--- src/rtl/primitives_pkg.sv ---
// Shared primitive data types used across the datapath blocks.
package primitives_pkg;

  typedef logic signed [15:0] slogic16_t;
  typedef logic [7:0]         ulogic8_t;

endpackage

--- src/rtl/sat_accumulator.sv ---
// Frame accumulator: sums signed 16-bit beats with saturation and presents one
// registered result per frame (ended by in_last or MAX_BEATS) on a valid/ready port.
module sat_accumulator
  import primitives_pkg::*;
#(
  parameter int MAX_BEATS = 255
) (
  input  logic      clk,
  input  logic      rst_n,
  input  logic      in_valid,
  output logic      in_ready,
  input  slogic16_t in_data,
  input  logic      in_last,
  output logic      out_valid,
  input  logic      out_ready,
  output slogic16_t out_sum,
  output ulogic8_t  out_count,
  output logic      out_sat
);

  typedef enum logic [1:0] {
    IDLE  = 2'd0,
    ACCUM = 2'd1,
    HOLD  = 2'd2
  } state_e;

  localparam ulogic8_t MAX_CNT = ulogic8_t'(MAX_BEATS);

  state_e    state_q, state_d;
  slogic16_t acc_q, acc_d;
  ulogic8_t  cnt_q, cnt_d;
  logic      sat_q, sat_d;
  slogic16_t out_sum_q, out_sum_d;
  ulogic8_t  out_count_q, out_count_d;
  logic      out_sat_q, out_sat_d;
  logic      in_ready_q, in_ready_d;
  logic      out_valid_q, out_valid_d;

  logic              accept;
  logic              xfer;
  logic              frame_end;
  logic signed [16:0] sum_wide;
  slogic16_t         sum_clamped;
  logic              clamp;

  assign accept = in_valid & in_ready_q;
  assign xfer   = out_valid_q & out_ready;

  // One extra bit catches overflow: bits 16 and 15 disagree only when the
  // true sum is outside the 16-bit range.
  always_comb begin
    sum_wide    = {acc_q[15], acc_q} + {in_data[15], in_data};
    clamp       = sum_wide[16] ^ sum_wide[15];
    sum_clamped = sum_wide[15:0];
    if (clamp) begin
      sum_clamped = sum_wide[16] ? 16'sh8000 : 16'sh7fff;
    end
  end

  // NOTE: every always_comb output gets a default first so no path leaves a
  // variable unassigned, which would otherwise infer a latch.
  always_comb begin
    state_d     = state_q;
    acc_d       = acc_q;
    cnt_d       = cnt_q;
    sat_d       = sat_q;
    out_sum_d   = out_sum_q;
    out_count_d = out_count_q;
    out_sat_d   = out_sat_q;
    frame_end   = 1'b0;

    unique case (state_q)
      IDLE: begin
        if (accept) begin
          acc_d     = in_data;
          cnt_d     = 8'd1;
          sat_d     = 1'b0;
          frame_end = in_last | (MAX_CNT == 8'd1);
          state_d   = ACCUM;
        end
      end
      ACCUM: begin
        if (accept) begin
          acc_d     = sum_clamped;
          cnt_d     = cnt_q + 8'd1;
          sat_d     = sat_q | clamp;
          frame_end = in_last | ((cnt_q + 8'd1) == MAX_CNT);
        end
      end
      HOLD: begin
        if (xfer) begin
          state_d     = IDLE;
          acc_d       = '0;
          cnt_d       = '0;
          sat_d       = 1'b0;
          out_sum_d   = '0;
          out_count_d = '0;
          out_sat_d   = 1'b0;
        end
      end
      default: begin
        state_d = IDLE;
      end
    endcase

    // The result registers load on the same edge that accepts the ending beat.
    if (frame_end) begin
      state_d     = HOLD;
      out_sum_d   = acc_d;
      out_count_d = cnt_d;
      out_sat_d   = sat_d;
    end
  end

  // Handshake flags are registered from the next state so neither depends
  // combinationally on the opposite port.
  assign in_ready_d  = (state_d != HOLD);
  assign out_valid_d = (state_d == HOLD);

  // NOTE: sequential state uses non-blocking assignments so every register
  // samples the pre-edge values regardless of statement order.
  always_ff @(posedge clk or negedge rst_n) begin
    if (!rst_n) begin
      state_q     <= IDLE;
      acc_q       <= '0;
      cnt_q       <= '0;
      sat_q       <= 1'b0;
      out_sum_q   <= '0;
      out_count_q <= '0;
      out_sat_q   <= 1'b0;
      in_ready_q  <= 1'b0;
      out_valid_q <= 1'b0;
    end else begin
      state_q     <= state_d;
      acc_q       <= acc_d;
      cnt_q       <= cnt_d;
      sat_q       <= sat_d;
      out_sum_q   <= out_sum_d;
      out_count_q <= out_count_d;
      out_sat_q   <= out_sat_d;
      in_ready_q  <= in_ready_d;
      out_valid_q <= out_valid_d;
    end
  end

  assign in_ready  = in_ready_q;
  assign out_valid = out_valid_q;
  assign out_sum   = out_sum_q;
  assign out_count = out_count_q;
  assign out_sat   = out_sat_q;

endmodule

--- config.mk ---
export PLATFORM = sky130hd
export DESIGN_NAME = sat_accumulator
export DESIGN_NICKNAME = d
export VERILOG_FILES = /design/src/rtl/primitives_pkg.sv /design/src/rtl/sat_accumulator.sv
export SDC_FILE = /design/constraint.sdc
export NUM_CORES = 1
export LEC_CHECK = 0
export ABC_CLOCK_PERIOD_IN_PS = 2800
export CAP_MARGIN = 20
export CORE_ASPECT_RATIO = 1.25
export CORE_MARGIN = 2
export CORE_UTILIZATION = 48
export CTS_CLUSTER_SIZE = 20
export DETAILED_ROUTE_END_ITERATION = 10
export PLACE_DENSITY = 0.7
export SLEW_MARGIN = 0
export SYNTH_ARGS = -nofsm -noshare
export SYNTH_HDL_FRONTEND = slang
export SYNTH_SLANG_ARGS = --single-unit
--- constraint.sdc ---
create_clock -name clk -period 2.8 [get_ports clk]
set_input_delay 0.28 -clock clk [delete_from_list [all_inputs] [get_ports clk]]
set_output_delay 0.28 -clock clk [all_outputs]
set_load 0.01 [all_outputs]
==> flow_summary.ini <==
[run_status]
status = complete, no violations

[worst_setup_path]
slowest_delay_ns = 0.41
crit_arrival_ns = 2.94
required_ns = 3.01
critPathMaxFanout = 11
path_class = reg2reg
path_buf_inv = 0
crit_family = compound AO/OA/AOI/OAI gates
start_kind = register
worstSetupEndpointType = register
crit_path_top_delay_cell = dfrtp_1
cp_cell_sequence = ha_1 > a211oi_2 > o21ai_2 > o31a_1 > a21o_1 > a22o_2 > o211a_1 > a221o_1

[logic_synthesis]
synthFlopType = dfrtp_1
syn_inst = 445
synth_area_per_cell_um2 = 8.567
ys_seq_area_share_pct = 35.44
ys_ff_latch = 54
syn_nets = 486
yosysWarnings = 0
synth_edf_count = 0
synth_cell_type_count = 68
postSynth.asyncResetShare_pct = 100.0
synth_area_um2 = 3812

[clock_tree]
clock_latency_ns = 0.33
cts_tree = done
cts_buffers = 5
cts.sinks = 54
ctsRootBufferMaster = clkbuf_8
h-tree-depth = 2
clkTransAtPathRegs_ns = 0.11
ctsLongestPathBuffers = 2

[drt]
wl_um = 12410
drc = 0
drtAntennaViolNets = 0
wl_per_cell_um = 19.09
drt-initial-drc-count = 314
firstDrtPassIters = 7
viasPerCell = 6.263
dr_total_vias = 4071

[floorplanning]
core_area_um2 = 7747
fp.dieW_um = 83.71
die_area_um2 = 8676
start_util_pct = 49.21
std_cell_rows = 36
ios = 48
die_h_um = 103.6

[timing]
setup_viol = 0
finClkSkew_ns = 0.02048
finalSetupTns_ns = 0
maxSlewHeadroom_pct = 30.95
post-route-period-util_pct = 97.27
clock.fmax_ghz = 0.3672
finalCriticalPeriod_ns = 2.724
tightestPinTransition_ns = 1.032
finalMaxSlewViolations = 0
grt_setup_unrepaired = true
hold_viol_final = 0

[finish]
instances_no_fill = 650
area_growth_pct = 32.16
drive_gt1_share_pct = 20.72
final_nets = 595
multi_input_area_um2 = 2356
antenna_cells = 0
register_area_um2 = 1351
fill_cells = 676

[placed_design]
gp_congestion = 0.9102
dp.cells = 639
hpwl_um = 9403
portBuffers = 47

[grt]
grt_overflow_total = 0
grt_max_degree = 29
grt_antenna_before_repair = 0
grt_pass1_vias = 4022
grt_pass1_wl_um = 19990
grt_use_total_pct = 28.79

[power]
peakVddDrop_uv = 602.2
power_leakage_nw = 2.242
power_density_nw_per_um2 = 1186

[min_path]
min_path_type = in2async

[run]
maxCapViolCount = 0
[synthesized netlist by cell type, types with 3 or more instances]
master / instances / area, um2
nand2b_1: 5 / 31.28
a21o_1: 6 / 45.04
dfrtp_1: 54 / 1351
a22o_1: 11 / 96.34
o21ai_1: 6 / 30.03
a2bb2oi_1: 4 / 35.03
a221oi_1: 4 / 35.03
o21ai_0: 31 / 155.2
a31oi_1: 7 / 43.79
inv_1: 14 / 52.55
and2_1: 5 / 31.28
o22ai_1: 7 / 43.79
nor2_1: 32 / 120.1
o221ai_1: 4 / 35.03
a22oi_1: 5 / 37.54
nor3_1: 19 / 95.09
clkbuf_1: 19 / 71.32
o2111ai_1: 3 / 26.28
xor2_1: 5 / 43.79
a21oi_1: 36 / 180.2
a32oi_1: 3 / 26.28
a21boi_0: 5 / 37.54
a211oi_1: 9 / 67.56
nand3_1: 15 / 75.07
nand2_1: 44 / 165.2
ha_1: 19 / 237.7
buf_6: 3 / 33.78
and3_1: 7 / 43.79
o211ai_1: 5 / 37.54
or3_1: 4 / 25.02
xnor2_1: 5 / 43.79
nand4_1: 4 / 25.02
[placed cells by master (no fill, tap or decap), types with 10 or more instances in the layout]
cell / synthesis / routed
a22o_1: 11 / 10
a21oi_1: 36 / 36
dfrtp_1: 54 / 54
inv_1: 14 / 14
nand3_1: 15 / 15
o21ai_0: 31 / 31
nor3_1: 19 / 19
nor2_1: 32 / 32
clkdlybuf4s50_1: 0 / 46
buf_4: 0 / 78
nand2_1: 44 / 44
ha_1: 19 / 17
[registers in the layout, summed over array words and instances, names as in the netlist]
signal and cells:
out_sum 16, acc_q 16, in_ready 1, out_count 8, sat_q 1, out_valid 1
out_sat 1, state_q 2, cnt_q 8
[worst paths after layout]
check / slack (ns) / cells past startpoint / start / end
worst max-delay path: 0.08 / 8 / acc_q[1] / out_sum[9]
worst min-delay path: 0.49 / 2 / rst_n / acc_q[15]
worst max register to register: 0.08 / 8 / acc_q[1] / out_sum[9]
worst min register to register: 0.49 / 2 / out_sat / out_sat
max in group asynchronous: 1.49 / 3 / rst_n / cnt_q[4]
min in group clk: 0.50 / 2 / out_sat / out_sat
[area by class of cell]
class	count	share of cell area [%]
multi-input cells	352	46.76
clock buffers	6	1.639
inverters	15	1.117
flip-flops and latches	54	26.82
well taps	95	2.359
clock inverters	2	0.2483
repair buffers	126	21.06
[per-layer routing]
layer	up-vias	GRT usage, %	share of wire [%]
met5	-	0	0
met4	0	12.10	3.3
met2	156	49.26	51
met3	30	5.418	5.7
li1	1901	-	-
met1	1984	35.33	40
[kinds of logic (layout without fill, tap and decap cells)]
kind of cell / count (synthesis) / in the layout / synth area share (%)
compound gates: 174 / 174 / 31.97
simple gates: 144 / 144 / 17.82
mux: 2 / 2 / 0.6891
fa+ha+maj: 22 / 22 / 7.319
flops: 54 / 54 / 35.44
buf+inv: 39 / 149 / 4.463
xor+xnor: 10 / 10 / 2.297
[report_power, final]
part           internal, mW  switching [mW]
clock                 0.200           0.274
combinational          1.92            2.26
sequential             1.06           0.262
[timing repair]
action                                  in CTS  in global routing
endpoints found under the hold margin       26                  0
resized for setup                            0                 15
buffers inserted                             0                  2
endpoints found under the setup margin       0                 31
hold buffers                                 1                  0
[per-stage QoR]
step | total power [mW] | hold slack, ns | worst slack, ns | area [um2] | utilization (%)
4_1_cts | 5.760 | 0.5042 | 0.04087 | 4965 | 64.08
3_3_place_gp | 5.198 | 0.3210 | -0.3110 | 4860 | 62.73
3_5_place_dp | 5.268 | 0.3297 | -0.2816 | 4860 | 62.73
6_report | 5.974 | 0.4950 | 0.07645 | 5039 | 65.04
5_1_grt | 6.414 | 0.5277 | -0.07223 | 5039 | 65.04
2_1_floorplan | 3.637 | -0.01559 | 0.2106 | 3812 | -
No activity file was read; power rests on OpenSTA's default activity.
==> edit 1, RTL diff (config.mk and constraints unchanged) <==
Encoding of `state_e`: now one-hot (3 bits for 3 states).
--- a/src/rtl/sat_accumulator.sv
+++ b/src/rtl/sat_accumulator.sv
@@ -18,10 +18,10 @@
   output logic      out_sat
 );
 
-  typedef enum logic [1:0] {
-    IDLE  = 2'd0,
-    ACCUM = 2'd1,
-    HOLD  = 2'd2
+  typedef enum logic [2:0] {
+    IDLE  = 3'b001,
+    ACCUM = 3'b010,
+    HOLD  = 3'b100
   } state_e;
 
   localparam ulogic8_t MAX_CNT = ulogic8_t'(MAX_BEATS);
Function: same outputs for any inputs over 4 cycles, from zero or initial values and one cycle with rst_n low; so few cycles prove little.
==> edit 1 against the original RTL <==
- maximum frequency down 1.7%
- cell area shrank 2.5%
- clock power down 6.1%
- wire length decreased by 6.9%
- largest cell class unchanged
- power decreased by 13%
- sequential cell count up 1
- first-iteration DRC count is 0.32% lower
- synthesized area is essentially flat
- critical endpoint is now out_sum[8]
- setup slack got worse by 48 ps
- highest routed layer unchanged
==> edit 1: results <==
[outcome]
status = "finished clean"

[worst_setup_path]
critPathArrivalTime_ps = 2950
crit_path_top_delay_cell = "clkdlybuf4s50_1"
critPathTopFamily = "compound AO/OA/AOI/OAI gates"
path_max_fanout = 9
critPathMaxStageDelay_ps = 440

[cells_and_area]
fillers = 690
fin_nets = 582
diodes = 0
layout-drive-gt1-share_pct = 18.5

[global_routing]
first_global_vias = 3755
antenna_found_initial = 0
grtUsageTotal_pct = 26.4
grt_max_degree = 45
grt_pass1_wl_um = 18700

[yosys]
ys_types = 66
synth_commonest_cells = "dfrtp_1 (54), nand2_1 (46), a21oi_1 (38)"
ys_warn_count = 0
async_flop_share_pct = 100
synthTopCellsByArea = "dfrtp_1 (35%), ha_1 (6.2%), a21oi_1 (5.0%)"
seq_area_frac_synth_pct = 36.2
synth_nets = 481

[cts]
cts-root-buf = "clkbuf_8"
insertion_delay_ps = 310
h-tree-depth = 2
clk_pin_slew_ps = 100
cts_resized = 0
cts_buffers = 5
postCtsSetupBuffers = 0
clock_path_buffers = 2

[detailed_routing]
dr.first_iter.drc_count = 313
vias = 3907
drt_pass1_iterations = 5
avgRoutedWirePerCell_um = 18.1

[placed_design]
place.gp.congestion = 0.903
dp_hpwl_um = 8940
placedInstanceArea_mm2 = 0.00481
portBuffers = 47

[worst_hold_path]
min_path_type = "primary input to asynchronous set/reset pin"

[sta]
skew_ps = 7.05
worst_pin_slew_ps = 1000

[power_and_ir_drop]
vdd_drop_max_v = 0.000514
p_leak_nw = 2.33
edit 1: cell count changes after synthesis, sizes merged, moves of 6 or more:
cell,delta
a22o,-9
and3,+6
a21o,+10
nor2b,+7
a31oi,+6
clkbuf,-6
o211ai,+7
nor3,-13
edit 1: kinds of logic (layout without fill, tap and decap cells):
| logic type | after synthesis | count (layout) | synth area share (%) |
|---|---|---|---|
| compound gates | 177 | 177 | 31.7 |
| simple gates | 148 | 148 | 19.3 |
| mux | 1 | 1 | 0.394 |
| fa+ha+maj | 20 | 20 | 6.77 |
| flops | 55 | 55 | 36.2 |
| buf+inv | 29 | 131 | 3.45 |
| xor+xnor | 10 | 10 | 2.30 |
edit 1: area by class of cell:
class                      instances  area, µm²  share of cell area [%]
inverter                           9       33.8                   0.687
sequential                        55       1380                    28.1
multi-input combinational        356       2330                    47.4
tap                               95        119                    2.42
clock inverter                     2       12.5                   0.255
clock buffer                       6       72.6                    1.48
timing repair buffer             114        968                    19.7
edit 1: worst paths after layout:
kind,start,to,slack [ps],cells after the start
max,in_data[0],out_sum[8],30,11
min,rst_n,out_count[3],130,1
max reg2reg,acc_q[0],out_sum[8],40,10
min reg2reg,out_count[0],out_count[0],510,2
max in group asynchronous,rst_n,acc_q[10],1900,2
min in group clk,out_count[0],out_count[0],510,2
edit 1: per-layer routing:
layer	vias to the layer above	GRT usage [%]	wire, µm
met5	-	0	0
met4	0	7.83	267
met3	25	2.55	567
met2	142	45.1	5840
met1	1872	35.6	4870
li1	1868	-	-
edit 1: metrics by stage:
| stage | total power [mW] | util (%) | std cells | hold slack (ps) | worst slack (ps) |
|---|---|---|---|---|---|
| after floorplan | 3.33 | - | 440 | -15.6 | 239 |
| after global placement | 4.62 | 62.0 | 629 | 471 | -196 |
| after detailed placement | 4.69 | 62.0 | 629 | 485 | -251 |
| after CTS | 5.14 | 63.1 | 637 | 156 | 29.8 |
| after global routing | 5.60 | 63.4 | 637 | 189 | -27.7 |
| final | 5.21 | 63.4 | 637 | 132 | 28.6 |
edit 1: power breakdown:
group / total [mW] / internal (mW) / switching, mW
Combinational: 3.45 / 1.56 / 1.89
Sequential: 1.31 / 1.07 / 0.240
Clock: 0.444 / 0.176 / 0.268
Total: 5.21 / 2.81 / 2.40
==> edit 2, RTL diff (config.mk and constraints unchanged) <==
Made on the original files. The parameter `MAX_BEATS` goes from 255 to 127.
--- a/src/rtl/sat_accumulator.sv
+++ b/src/rtl/sat_accumulator.sv
@@ -3,7 +3,7 @@
 module sat_accumulator
   import primitives_pkg::*;
 #(
-  parameter int MAX_BEATS = 255
+  parameter int MAX_BEATS = 127
 ) (
   input  logic      clk,
   input  logic      rst_n,
Formal check against the unedited RTL: no difference found for any inputs over 4 cycles, from zero or initial values and one cycle with rst_n low; that may be too few to reach the edited logic, so the function may still have changed.
==> edit 2 against the original RTL <==
- synthesized area is 0.13% higher
- sequential cell count unchanged
- wire length rose by 1.0%
- power is 1.9% higher
- setup slack worse by 7.6 ps
- via count up 1.3%
- clock skew decreased by 15 ps
- non-clock buffer count up 6
- cell area up 1.7%
- highest routed layer unchanged
==> edit 2: results <==
[outcome]
status = "finished clean"

[global_routing]
gr-usage-met1_pct = 36.7
grtUsageTotal_pct = 29.0
grt_max_degree = 34
grt_pass1_wl_um = 20400
grt_use_met2_pct = 50.0
groute.layer.met3.usage_pct = 3.75

[yosys]
syn_avg_cell_area_um2 = 8.56
syn_area_mm2 = 0.00382
synth_nets = 487
synth_commonest_cells = "dfrtp_1 (54), nand2_1 (45), a21oi_1 (35)"
seq_area_frac_synth_pct = 35.4
ys_types = 69
synthTopCellsByArea = "dfrtp_1 (35%), ha_1 (6.2%), a21oi_1 (4.6%)"

[cells_and_area]
seq_share_pct = 26.4
multi_input_area_share_pct = 46.9
buffer_area_share_pct = 21.6
fin_area_mm2 = 0.00512
fin_nets = 601
nFlopsAndLatches = 54
multi_input_gates = 353
clock_area_share_pct = 1.69
fillers = 671
instances_no_fill = 656
nonClockInverterCount = 14
layout-drive-gt1-share_pct = 22.6

[placed_design]
place.gp.congestion = 0.929
dp_cells = 644
portBuffers = 47
placedInstanceArea_mm2 = 0.00490
dp_hpwl_um = 9560
pre_cts_ws_ps = -309

[detailed_routing]
vias = 4123
drt_pass1_iterations = 5
dr_wl_met2_um = 6320
wl_met1_um = 5090
drt_wl_total_um = 12500
wl_met3_um = 656
dr.first_iter.drc_count = 260

[sta]
relSlewSlack_pct = 57.1
skew_ps = 5.10

[cts]
insertion_delay_ps = 300
clk_pin_slew_ps = 90
cts_buffers = 5

[worst_setup_path]
reg2regPathDepth = 9
crit_path_top_delay_cell = "clkdlybuf4s50_1"
path_max_fanout = 4
critPathMaxStageDelay_ps = 440
critPathArrivalTime_ps = 2910

[power_and_ir_drop]
p_leak_nw = 2.28
vdd_drop_max_v = 0.000574
internal_power_mw = 3.25
==> edit 2: worst paths after layout <==
check	to	slack (ps)
max	out_sum[12]	70
min	in_ready	460
max reg2reg	out_sum[12]	100
min reg2reg	out_sum[2]	510
max in group asynchronous	acc_q[3]	1540
min in group clk	out_sum[2]	510
==> edit 2: power groups by stage <==
stage          registers [mW]  logic (mW)  clock network, mW
2_1_floorplan            1.30        2.35                  0
3_3_place_gp             1.32        3.94                  0
3_5_place_dp             1.33        3.99                  0
4_1_cts                  1.31        4.02              0.435
5_1_grt                  1.36        4.69              0.463
6_report                 1.33        4.33              0.425
==> edit 2: cells by family after synthesis <==
| kind of cell | Yosys count | synth area share [%] |
|---|---|---|
| AOI/OAI and AO/OA | 174 | 31.9 |
| and+or+nand+nor | 145 | 18.0 |
| DFF | 54 | 35.4 |
| buffers and inverters | 39 | 4.46 |
| adders and majority gates | 22 | 7.31 |
| xor gates and xnor gates | 10 | 2.29 |
| muxes | 2 | 0.688 |
